`src/rtl/uart_pkg.sv`:
```
`default_nettype none
// +--------------------------------------------------------------------------+
// | Module      : uart_pkg                                                   |
// | Description : Shared constants and state encoding for the UART blocks.   |
// | Revision    : 1.0 - initial release                                      |
// +--------------------------------------------------------------------------+
package uart_pkg;

  localparam int DATA_BITS            = 8;
  localparam int FRAME_BITS           = 10;
  localparam int DEFAULT_CLKS_PER_BIT = 104;

  typedef enum logic [1:0] {
    IDLE  = 2'd0,
    START = 2'd1,
    DATA  = 2'd2,
    STOP  = 2'd3
  } state_t;

endpackage
`default_nettype wire

```
`src/rtl/sync_fifo.sv`:
```
`default_nettype none
// +--------------------------------------------------------------------------+
// | Module      : sync_fifo                                                  |
// | Description : Single-clock show-ahead FIFO, wrap-bit pointer full/empty. |
// | Revision    : 1.0 - initial release                                      |
// +--------------------------------------------------------------------------+
module sync_fifo #(
  parameter int WIDTH = 8,
  parameter int DEPTH = 4
) (
  input  logic             clk,
  input  logic             resetn,
  input  logic             wr_en,
  input  logic [WIDTH-1:0] wr_data,
  input  logic             rd_en,
  output logic [WIDTH-1:0] rd_data,
  output logic             full,
  output logic             empty
);

  localparam int AW = $clog2(DEPTH);

  logic [WIDTH-1:0] r_mem [DEPTH];
  logic [AW:0]      r_wr_ptr;
  logic [AW:0]      r_rd_ptr;
  logic             w_do_wr;
  logic             w_do_rd;

  // Same index with opposite wrap bits means the writer has lapped the reader.
  assign full    = (r_wr_ptr[AW] != r_rd_ptr[AW]) &&
                   (r_wr_ptr[AW-1:0] == r_rd_ptr[AW-1:0]);
  assign empty   = (r_wr_ptr == r_rd_ptr);
  assign w_do_wr = wr_en && !full;
  assign w_do_rd = rd_en && !empty;
  assign rd_data = r_mem[r_rd_ptr[AW-1:0]];

  always_ff @(posedge clk) begin
    if (!resetn) begin
      r_wr_ptr <= '0;
      r_rd_ptr <= '0;
    end else begin
      if (w_do_wr) r_wr_ptr <= r_wr_ptr + (AW+1)'(1);
      if (w_do_rd) r_rd_ptr <= r_rd_ptr + (AW+1)'(1);
    end
  end

  always_ff @(posedge clk) begin
    if (resetn && w_do_wr) r_mem[r_wr_ptr[AW-1:0]] <= wr_data;
  end

endmodule
`default_nettype wire

```
`src/rtl/uart_tx.sv`:
```
`default_nettype none
// +--------------------------------------------------------------------------+
// | Module      : uart_tx                                                    |
// | Description : 8N1 UART transmitter, LSB first, fed from a byte FIFO.     |
// | Revision    : 1.0 - initial release                                      |
// +--------------------------------------------------------------------------+
module uart_tx
  import uart_pkg::*;
#(
  parameter int CLKS_PER_BIT = DEFAULT_CLKS_PER_BIT,
  parameter int FIFO_DEPTH   = 4
) (
  input  logic       clk,
  input  logic       resetn,
  input  logic [7:0] tx_data,
  input  logic       tx_valid,
  output logic       tx_ready,
  output logic       TXD,
  output logic       busy
);

  localparam int              CW     = $clog2(CLKS_PER_BIT + 1);
  localparam logic [CW-1:0]   c_last = CW'(CLKS_PER_BIT - 1);
  localparam logic [2:0]      c_last_bit = 3'(DATA_BITS - 1);

  state_t      r_state, w_state_nxt;
  logic [CW-1:0] r_cnt, w_cnt_nxt;
  logic [2:0]  r_bit_idx, w_bit_idx_nxt;
  logic [7:0]  r_shift, w_shift_nxt;
  logic        r_txd, w_txd_nxt;

  logic        w_pop;
  logic [7:0]  w_fifo_data;
  logic        w_fifo_full;
  logic        w_fifo_empty;
  logic        w_bit_end;

  sync_fifo #(
    .WIDTH (8),
    .DEPTH (FIFO_DEPTH)
  ) u_fifo (
    .clk     (clk),
    .resetn  (resetn),
    .wr_en   (tx_valid),
    .wr_data (tx_data),
    .rd_en   (w_pop),
    .rd_data (w_fifo_data),
    .full    (w_fifo_full),
    .empty   (w_fifo_empty)
  );

  assign w_bit_end = (r_cnt == c_last);

  always_comb begin
    w_state_nxt   = r_state;
    w_cnt_nxt     = r_cnt;
    w_bit_idx_nxt = r_bit_idx;
    w_shift_nxt   = r_shift;
    w_txd_nxt     = r_txd;
    w_pop         = 1'b0;

    case (r_state)
      IDLE: begin
        w_txd_nxt = 1'b1;
        if (!w_fifo_empty) begin
          w_pop       = 1'b1;
          w_shift_nxt = w_fifo_data;
          w_state_nxt = START;
          w_cnt_nxt   = '0;
          w_txd_nxt   = 1'b0;
        end
      end
      START: begin
        if (w_bit_end) begin
          w_state_nxt   = DATA;
          w_cnt_nxt     = '0;
          w_bit_idx_nxt = '0;
          w_txd_nxt     = r_shift[0];
        end else begin
          w_cnt_nxt = r_cnt + CW'(1);
        end
      end
      DATA: begin
        if (w_bit_end) begin
          w_cnt_nxt = '0;
          if (r_bit_idx == c_last_bit) begin
            w_state_nxt = STOP;
            w_txd_nxt   = 1'b1;
          end else begin
            // shift[0] always mirrors the bit currently on the line
            w_shift_nxt   = {1'b0, r_shift[7:1]};
            w_bit_idx_nxt = r_bit_idx + 3'd1;
            w_txd_nxt     = r_shift[1];
          end
        end else begin
          w_cnt_nxt = r_cnt + CW'(1);
        end
      end
      STOP: begin
        if (w_bit_end) begin
          w_cnt_nxt = '0;
          if (!w_fifo_empty) begin
            w_pop       = 1'b1;
            w_shift_nxt = w_fifo_data;
            w_state_nxt = START;
            w_txd_nxt   = 1'b0;
          end else begin
            w_state_nxt = IDLE;
            w_txd_nxt   = 1'b1;
          end
        end else begin
          w_cnt_nxt = r_cnt + CW'(1);
        end
      end
      default: begin
        w_state_nxt = IDLE;
        w_cnt_nxt   = '0;
        w_txd_nxt   = 1'b1;
      end
    endcase
  end

  always_ff @(posedge clk) begin
    if (!resetn) begin
      r_state   <= IDLE;
      r_cnt     <= '0;
      r_bit_idx <= '0;
      r_shift   <= '0;
      r_txd     <= 1'b1;
    end else begin
      r_state   <= w_state_nxt;
      r_cnt     <= w_cnt_nxt;
      r_bit_idx <= w_bit_idx_nxt;
      r_shift   <= w_shift_nxt;
      r_txd     <= w_txd_nxt;
    end
  end

  assign TXD      = r_txd;
  assign tx_ready = !w_fifo_full;
  assign busy     = (r_state != IDLE) || !w_fifo_empty;

endmodule
`default_nettype wire
```
`config.mk`:
```
export PLATFORM = sky130hd
export DESIGN_NAME = uart_tx
export DESIGN_NICKNAME = d
export VERILOG_FILES = /design/src/rtl/uart_pkg.sv /design/src/rtl/sync_fifo.sv /design/src/rtl/uart_tx.sv
export SDC_FILE = /design/constraint.sdc
export NUM_CORES = 1
export LEC_CHECK = 0
export BUFFER_PORTS_ARGS = -buffer_cell sky130_fd_sc_hd__buf_2
export CORE_MARGIN = 2
export CORE_UTILIZATION = 30
export DETAILED_ROUTE_END_ITERATION = 16
export HOLD_SLACK_MARGIN = 0.06
export PLACE_DENSITY = 0.43
export SKIP_CTS_REPAIR_TIMING = 1
export SYNTH_ARGS = -nofsm -noshare
export SYNTH_HDL_FRONTEND = slang
export SYNTH_SLANG_ARGS = --single-unit
```
`constraint.sdc`:
```
create_clock -name clk -period 1.7 [get_ports clk]
set_input_delay 0.255 -clock clk [delete_from_list [all_inputs] [get_ports clk]]
set_output_delay 0.255 -clock clk [all_outputs]
set_load 0.05 [all_outputs]
```
==> After elaboration in Yosys (flattened, before gate mapping) <==
Memory sizes are Yosys's and may differ from the RTL's. A register that Yosys moved wholly into a read port is not among the register bits.
Cells that the tools add are included.
{ "op_classes": {"reduce_logical": 16, "add_sub_neg": 4, "mux": 32, "n_eq_ne": 14} }
{ "op_table": {"columns": ["op", "n"], "rows": [
  ["8-bit two-way mux", 4],
  ["8-bit one-hot mux with 3 select lines", 1],
  ["2-bit two-way mux", 7],
  ["7-bit two-way mux", 2],
  ["7-bit one-hot mux with 2 select lines", 1],
  ["2-bit != test, second input constant", 6],
  ["1-bit two-way mux", 10],
  ["3-bit by 1-bit adder with 3-bit output, second input constant", 3],
  ["3-bit two-way mux", 3],
  ["2-bit one-hot mux with 4 select lines", 1],
  ["4-bit AND reduction", 2],
  ["7-bit by 1-bit adder with 7-bit output, second input constant", 1],
  ["7-bit == test, second input constant", 1],
  ["3-bit one-hot mux with 2 select lines", 1],
  ["5-bit AND reduction", 1],
  ["2-bit == test, second input constant", 2],
  ["1-bit logical AND", 4],
  ["1-bit one-hot mux with 4 select lines", 1],
  ["2-bit nonzero test", 2],
  ["3-bit == test", 1],
  ["3-bit == test, second input constant", 1],
  ["3-bit AND reduction", 1],
  ["3-bit nonzero test", 1],
  ["3-bit OR reduction", 1],
  ["7 further kinds", 8]
]} }
{ "totals": {"elab_cells": 74, "ram_bits": 32, "regBits": 27, "memories": 1} }
{ "mem_list": {"columns": ["memory", "depth", "word_bits", "read_ports", "rd_clocked_by_memory_dff", "wr", "line", "text"], "rows": [
  ["u_fifo.r_mem", 4, 8, 1, 1, 1, "sync_fifo.sv:23", "logic [WIDTH-1:0] r_mem [DEPTH];"]
]} }

==> Logic depth before layout (Yosys ltp) <==
Gate-level depths: netlist of the first run.
{ "logic_depth": {"ltp_word": 7, "ltp_mapped": 8, "mapped_depth_nobuf": 7} }

==> Modules after synthesis <==
From an unflattened synthesis of the first run, not the netlist that was laid out.
{ "unflattened": {"hier_cells": 260, "area_unflattened_um2": 3075.4} }
{ "by_module_without_submodules": {"columns": ["mod", "cells_per_inst", "area_each_um2", "instances"], "rows": [
  ["sync_fifo", 114, 1746.7, 1],
  ["uart_tx", 146, 1328.8, 1]
]} }

==> Worst setup path after synthesis of the first run <==
No wires, ideal clock.
{ "synth_path": {"kind": "register -> output", "from": "reg r_state[0]", "to": "out busy", "path_slack_ns": -0.076, "arrival_ns": 1.521, "path_stages_with_launch": 7, "n_path_buf": 1, "cell_sequence": "dfxtp_1 > inv_1 > ha_1 > buf_2 > inv_1 > nor4_4 > inv_1"} }
{ "synth_between": {"elab_chain_cells": 2} }
{ "synth_lines": {"columns": ["item", "line", "text"], "rows": [
  ["start: declaration", "uart_tx.sv:26", "state_t r_state, w_state_nxt;"],
  ["start signal: assignment", "uart_tx.sv:131", "r_state <= w_state_nxt;"],
  ["2-bit nonzero test", "uart_tx.sv:141", "assign busy = (r_state != IDLE) || !w_fifo_empty;"],
  ["1-bit logical OR", "uart_tx.sv:141", null],
  ["end: declaration", "uart_tx.sv:19", "output logic busy"]
]} }
No other way between the ends.

==> Worst setup path after layout of the first run <==
{ "layout_path": {"from": "reg r_state[1]", "to": "out busy"} }
The elaborated chain is that of the path after synthesis.

==> impl_metrics.toml, run 1 <==
[outcome]
outcome = "finished with violations"
violations = "setup timing"

[clock_tree]
clk_latency_ps = 340
cts_root_buf = "clkbuf_8"
cts_max_path_buffers = 2
clk_pin_slew_ps = 80
cts_tree = "yes"
htreeDepth = 3
cts.sinks = 61
cts_made_buffers = 9

[timing]
clock-skew-final_ps = 9.83
post-route-period-util_pct = 104
fin_ws_ps = -73.9
finalSetupViolCount = 1
worst_slew_margin_rel_pct = 76.8
hold_violations = 0
period_needed_ps = 1770
rsz0062_at_grt = "yes"
slew_violations = 0
worst_slew_pin_slew_ps = 346
clock.fmax_mhz = 564

[global_routing]
antenna_found_initial = 0
use_met3_pct = 3.73
first_global_vias = 1808
grt_max_degree = 22
grt_usage_pct = 11.0
use_met2_pct = 16.9
grt_overflow_total = 0
grt_pass1_wl_microns = 8600
top_usage_layer = "met2"
grtUsageMet1_pct = 14.1

[synthesis]
ys_types = 39
ys_ff_latch = 61
avgSynthCellArea_sq_um = 12.6
synth_edf_count = 32
synth_area_leaders = "edfxtp_1 (34%), dfxtp_1 (20%), mux4_2 (6.3%), ha_1 (6.1%), mux2i_1 (4.2%)"
synth.most_common_cell = "edfxtp_1"
synth_top_area_share_pct = 33.7
synth_cells = 226
synth_ff_type = "edfxtp_1"
async_flop_share_pct = 0
post-synth-top-area-cell = "edfxtp_1"
synth_commonest_cells = "edfxtp_1 (32), dfxtp_1 (29), nand2_1 (23)"
synth_area_sq_mm = 0.00286
yosysSeqAreaShare_pct = 54.0
syn_nets = 251
ys_warn_count = 0

[route]
drcViolationCount = 0
drt_first_iter_violations = 56
drt-total-wl_microns = 5180
viasPerCell = 4.44
vias = 1813
ant_nets = 0
wl_per_cell_microns = 12.7
first_pass_iters = 4

[worst_setup_path]
end_kind = "primary output"
crit_required_ps = 1440
worst_path_max_delay_cell = "dfxtp_4"
path_max_fanout = 4
cp-start-kind = "flop"
critPathArrivalTime_ps = 1520
crit_type = "reg -> out"
worstPathCellList = "inv_4 -> ha_4 -> inv_2 -> nor4_4 -> inv_1 -> buf_6"
cpPeakStageDelay_ps = 360

[floorplan]
start_util_pct = 30.9
core_area_sq_mm = 0.00924
die_area_sq_mm = 0.0103
ios = 14
fp-row-count = 35
die_height_microns = 102
die_width_microns = 102

[finish]
diodes = 0
fin_area_sq_mm = 0.00360
syn2layout_area_growth_pct = 25.9
drive_above_1_share_pct = 35.8
fin_nets = 299
fin_util_pct = 38.9

[placed_design]
portBuffers = 13
place.gp.congestion = 0.757
hpwl_microns = 3670
placed_area_sq_mm = 0.00333

[power_and_ir_drop]
p_leak_nw = 1.38
power.density_mw_per_mm2 = 1500
ir_drop_mv = 0.524

[flow_run]
cap_violations = 0

[min_path]
holdCritPathClass = "in -> reg"
[cell usage in the layout (no fill, tap or decap), drive strengths merged]
cell / n
nor2: 7
bufinv: 1
o211ai: 2
a21boi: 5
mux4: 8
a22oi: 1
o41ai: 1
and2: 4
a22o: 1
nand3b: 4
nand3: 6
nand2: 23
xnor2: 3
a31oi: 2
o32a: 1
a211oi: 1
inv: 13
mux2: 7
xor2: 5
nand2b: 2
edfxtp: 32
a211o: 1
dfxtp: 29
o21bai: 2
clkbuf: 9
o21ai: 5
nand4: 1
ha: 14
and3: 5
nor3: 3
clkinv: 1
nor2b: 8
mux2i: 12
nor4: 1
clkinvlp: 1
and4bb: 1
a21oi: 10
buf: 47
[flip-flops by register name (all words and copies together), names as in the netlist, named ones only]
| signal | cells |
|---|---|
| u_fifo.r_mem | 32 |
| u_fifo.r_rd_ptr | 3 |
| TXD | 1 |
| r_bit_idx | 3 |
| r_shift | 8 |
| r_cnt | 7 |
| u_fifo.r_wr_ptr | 3 |
| r_state | 2 |
[per-stage QoR]
| step | setup slack, ps | total power, W | hold slack [ps] | TNS (ps) | std cells |
|---|---|---|---|---|---|
| finish | -73.9 | 0.00539 | 124 | -73.9 | 408 |
| CTS | -269 | 0.00529 | 98.5 | -281 | 405 |
| global route | -151 | 0.00574 | 102 | -692 | 408 |
| detailed placement | 21.9 | 0.00392 | 448 | 0 | 389 |
| global placement | 48.3 | 0.00393 | 441 | 0 | 389 |
| floorplan | 24.0 | 0.00328 | 354 | 0 | 226 |
[logic make-up after synthesis]
| logic type | count (synthesis) | share of synthesized area (%) |
|---|---|---|
| compound gates | 32 | 7.67 |
| simple gates | 65 | 13.1 |
| buf+inv | 19 | 2.63 |
| flops | 61 | 54.0 |
| xor+xnor | 8 | 3.24 |
| fa+ha+maj | 14 | 6.14 |
| mux | 27 | 13.3 |
[metal layers]
layer  part of all wire [%]  vias up
li1                       -      915
met1                     47      864
met2                     48       25
met3                    3.5        9
met4                    1.4        0
met5                      0        -
[where the power goes]
group	internal [W]	switching, W	leakage, nW	total [W]
logic	0.00111	0.00107	0.745	0.00218
clock network	0.000695	0.000638	0.101	0.00133
registers	0.00176	0.000117	0.530	0.00187
total	0.00356	0.00183	1.38	0.00539
[critical path, delay by kind of cell, from the launching register on]
kind / cells / cell delay [ps]
AND/OR/NAND/NOR: 1 / 340
buffers and inverters: 4 / 350
flip-flops: 1 / 360
adder cells (fa/ha/maj): 1 / 130
[cell type report]
cell class | count | area, sq um
repair buffers | 47 | 377
inverters | 9 | 38.8
flip-flops and latches | 61 | 1550
well taps | 129 | 161
clock buffers | 9 | 124
clock inverters | 7 | 77.6
multi-input cells | 146 | 1270
fillers | 894 | 5640
[final timing paths]
| kind | from | end | slack, ps | cells after the start |
|---|---|---|---|---|
| min reg2reg | r_cnt[6] | r_cnt[6] | 450 | 1 |
| max reg2reg | r_state[0] | r_shift[5] | 30 | 7 |
| max | r_state[1] | busy | -70 | 6 |
| min | tx_data[1] | u_fifo.r_mem[1][1] | 120 | 1 |
Note: power is estimated with default switching activity, not from simulation.
==> inputs of run 2 (changes only) <==
--- a/config.mk
+++ b/config.mk
@@ -5,12 +5,14 @@
 export SDC_FILE = /design/constraint.sdc
 export NUM_CORES = 1
 export LEC_CHECK = 0
+export ABC_AREA = 1
 export BUFFER_PORTS_ARGS = -buffer_cell sky130_fd_sc_hd__buf_2
 export CORE_MARGIN = 2
 export CORE_UTILIZATION = 30
 export DETAILED_ROUTE_END_ITERATION = 16
 export HOLD_SLACK_MARGIN = 0.06
 export PLACE_DENSITY = 0.43
+export RECOVER_POWER = 100
 export SKIP_CTS_REPAIR_TIMING = 1
 export SYNTH_ARGS = -nofsm -noshare
 export SYNTH_HDL_FRONTEND = slang
==> run 2 against run 1 <==
Net effect: the flow now finishes without violations; power fell by 8.7%; clock skew decreased by 2.0 ps; combinational power shrank 16%; synthesized area down 0.35%; register-to-register slack gained 90 ps; routed wire length is 18% higher; hold slack improved by 71 ps; cell count up 20%; worst setup slack better by 180 ps; critical path depth down 1.
==> impl_metrics.toml, run 2 <==
[outcome]
outcome = "finished, final reports clean"

[synthesis]
synth_xor_area_share_pct = 0.616
synth_ff_type = "edfxtp_1"
synth-simple-area-share_pct = 20.2
synth_edf_count = 32
synthAdderAreaFrac_pct = 6.16
async_flop_share_pct = 0
yosysSeqAreaShare_pct = 54.2
synth_area_leaders = "edfxtp_1 (34%), dfxtp_1 (20%), nand2_1 (8.8%), ha_1 (6.2%), nor2_1 (5.7%)"
synth_area_sq_mm = 0.00285
synth_top_area_share_pct = 33.8
ys_types = 24
post-synth-top-area-cell = "edfxtp_1"
ys_ff_latch = 61
synthMuxAreaShare_pct = 0
synth_compound_area_share_pct = 12.4
synth_top_family_by_area = "simple AND/OR/NAND/NOR gates"
avgSynthCellArea_sq_um = 8.78
synth.most_common_cell = "nand2_1"
synth_commonest_cells = "nand2_1 (67), nor2_1 (43), inv_1 (33)"
syn_nets = 349
ys_warn_count = 0
synth_cells = 324

[route]
first_pass_iters = 4
drt-total-wl_microns = 6110
drt_first_iter_violations = 34
vias = 2188
drcViolationCount = 0
wl_per_cell_microns = 12.4
ant_nets = 0
viasPerCell = 4.46

[finish]
diodes = 0
drive_above_1_share_pct = 19.1
fin_util_pct = 37.5
layout_common_cells = "nand2_1 (63), nor2_1 (38), edfxtp_1 (32)"
fill_cells = 960
syn2layout_area_growth_pct = 21.9
final_common_cell = "nand2_1"
largest_register_ff_count = 32
fin_nets = 382
instances_no_fill = 491
fin_area_sq_mm = 0.00347

[clock_tree]
cts_tree = "yes"
cts_root_buf = "clkbuf_8"
htreeDepth = 3
cts.sinks = 61
cts_made_buffers = 9
clk_pin_slew_ps = 70
clk_latency_ps = 330
cts_max_path_buffers = 2

[placed_design]
dp_cells = 468
placed_area_sq_mm = 0.00317
place.gp.congestion = 0.728
post-place-ws_ps = 9.70
hpwl_microns = 4430
portBuffers = 13

[floorplan]
start_util_pct = 30.8
core_area_sq_mm = 0.00924
die_height_microns = 101
fp-row-count = 35
die_width_microns = 101
ios = 14
die_area_sq_mm = 0.0103

[power_and_ir_drop]
p_leak_nw = 1.36
ir_drop_mv = 0.477
power_w = 0.00492
power.density_mw_per_mm2 = 1420

[worst_setup_path]
crit_type = "reg -> out"
r2r-start = "u_fifo.r_wr_ptr[1]"
r2r-end = "u_fifo.r_mem[0][2]"
cp-start-kind = "flop"
end_kind = "primary output"
crit_required_ps = 1440
r2r_slack_ps = 120
path_max_fanout = 5
rr_worst_depth = 8
critPathArrivalTime_ps = 1340

[global_routing]
grt_usage_pct = 12.8
antenna_found_initial = 0
grt_pass1_wl_microns = 10100
first_global_vias = 2170
grt_overflow_total = 0
grt_max_degree = 15

[timing]
worst_slew_pin_slew_ps = 592
clock.fmax_mhz = 627
worst_slew_margin_rel_pct = 60.7
post-route-period-util_pct = 93.8
finalSetupViolCount = 0
rsz0062_at_grt = "no"
fin_ws_ps = 105
slew_violations = 0
clock-skew-final_ps = 7.83
hold_violations = 0
period_needed_ps = 1600

[min_path]
holdPathStages = 1
min_to = "u_fifo.r_mem[2][1]"
holdCritPathClass = "in -> reg"
min-delay-start = "tx_data[1]"

[flow_run]
cap_violations = 0
run 2: cell count changes after synthesis, moves of 7 or more:
| cell | change |
|---|---|
| mux4_2 | -8 |
| nor2_1 | +37 |
| inv_1 | +24 |
| nand3_1 | +12 |
| a21oi_1 | +18 |
| o21ai_0 | +27 |
| nor2b_1 | -8 |
| nand2_1 | +44 |
| mux2_2 | -7 |
| mux2i_1 | -12 |
run 2: power by group:
group	total [W]	internal (W)	switching [W]
Combinational	0.00183	0.000664	0.00117
Clock	0.00125	0.000669	0.000576
Sequential	0.00184	0.00174	0.000105
Total	0.00492	0.00307	0.00185
run 2: cell type report:
cell class | instances | area (sq um) | area share [%]
Multi-Input combinational cell | 221 | 1200 | 34.5
Tap cell | 129 | 161 | 4.65
Clock inverter | 7 | 66.3 | 1.91
Timing Repair Buffer | 31 | 231 | 6.67
Sequential cell | 61 | 1560 | 44.9
Inverter | 33 | 130 | 3.75
Clock buffer | 9 | 124 | 3.57
run 2: how the worst max path moves through the flow:
stage          slack (ps)          startpoint                 end
2_1_floorplan        -190  u_fifo.r_wr_ptr[0]  u_fifo.r_mem[0][0]
3_3_place_gp           20  u_fifo.r_wr_ptr[1]  u_fifo.r_mem[3][2]
3_5_place_dp           10  u_fifo.r_wr_ptr[1]  u_fifo.r_mem[3][2]
4_1_cts              -150  u_fifo.r_wr_ptr[2]                busy
5_1_grt                 1  u_fifo.r_wr_ptr[1]            tx_ready
6_report              100  u_fifo.r_wr_ptr[0]            tx_ready
run 2: cell families after synthesis:
| logic type | count (synthesis) |
|---|---|
| simple gates | 139 |
| buf+inv | 42 |
| compound gates | 66 |
| xor+xnor | 2 |
| flops | 61 |
| fa+ha+maj | 14 |
run 2: routing by layer:
metal	track usage (%)	vias to the layer above	part of all wire [%]
li1	-	1140	-
met1	15.5	1019	48
met2	21.5	25	48
met3	3.38	4	2.3
met4	5.41	0	0.88
met5	0	-	0
run 2: metrics by stage:
stage / hold slack (ps) / TNS (ps)
finish: 195 / 0
global route: 181 / 0
CTS: 126 / -234
detailed placement: 466 / 0
global placement: 468 / 0
floorplan: 354 / -6080
run 2: critical path, stage by stage (launching register included):
cell,delay (ps)
dfxtp_4,360
inv_2,90
nand2_1,70
nand2_2,90
nand4_1,160
buf_4,240
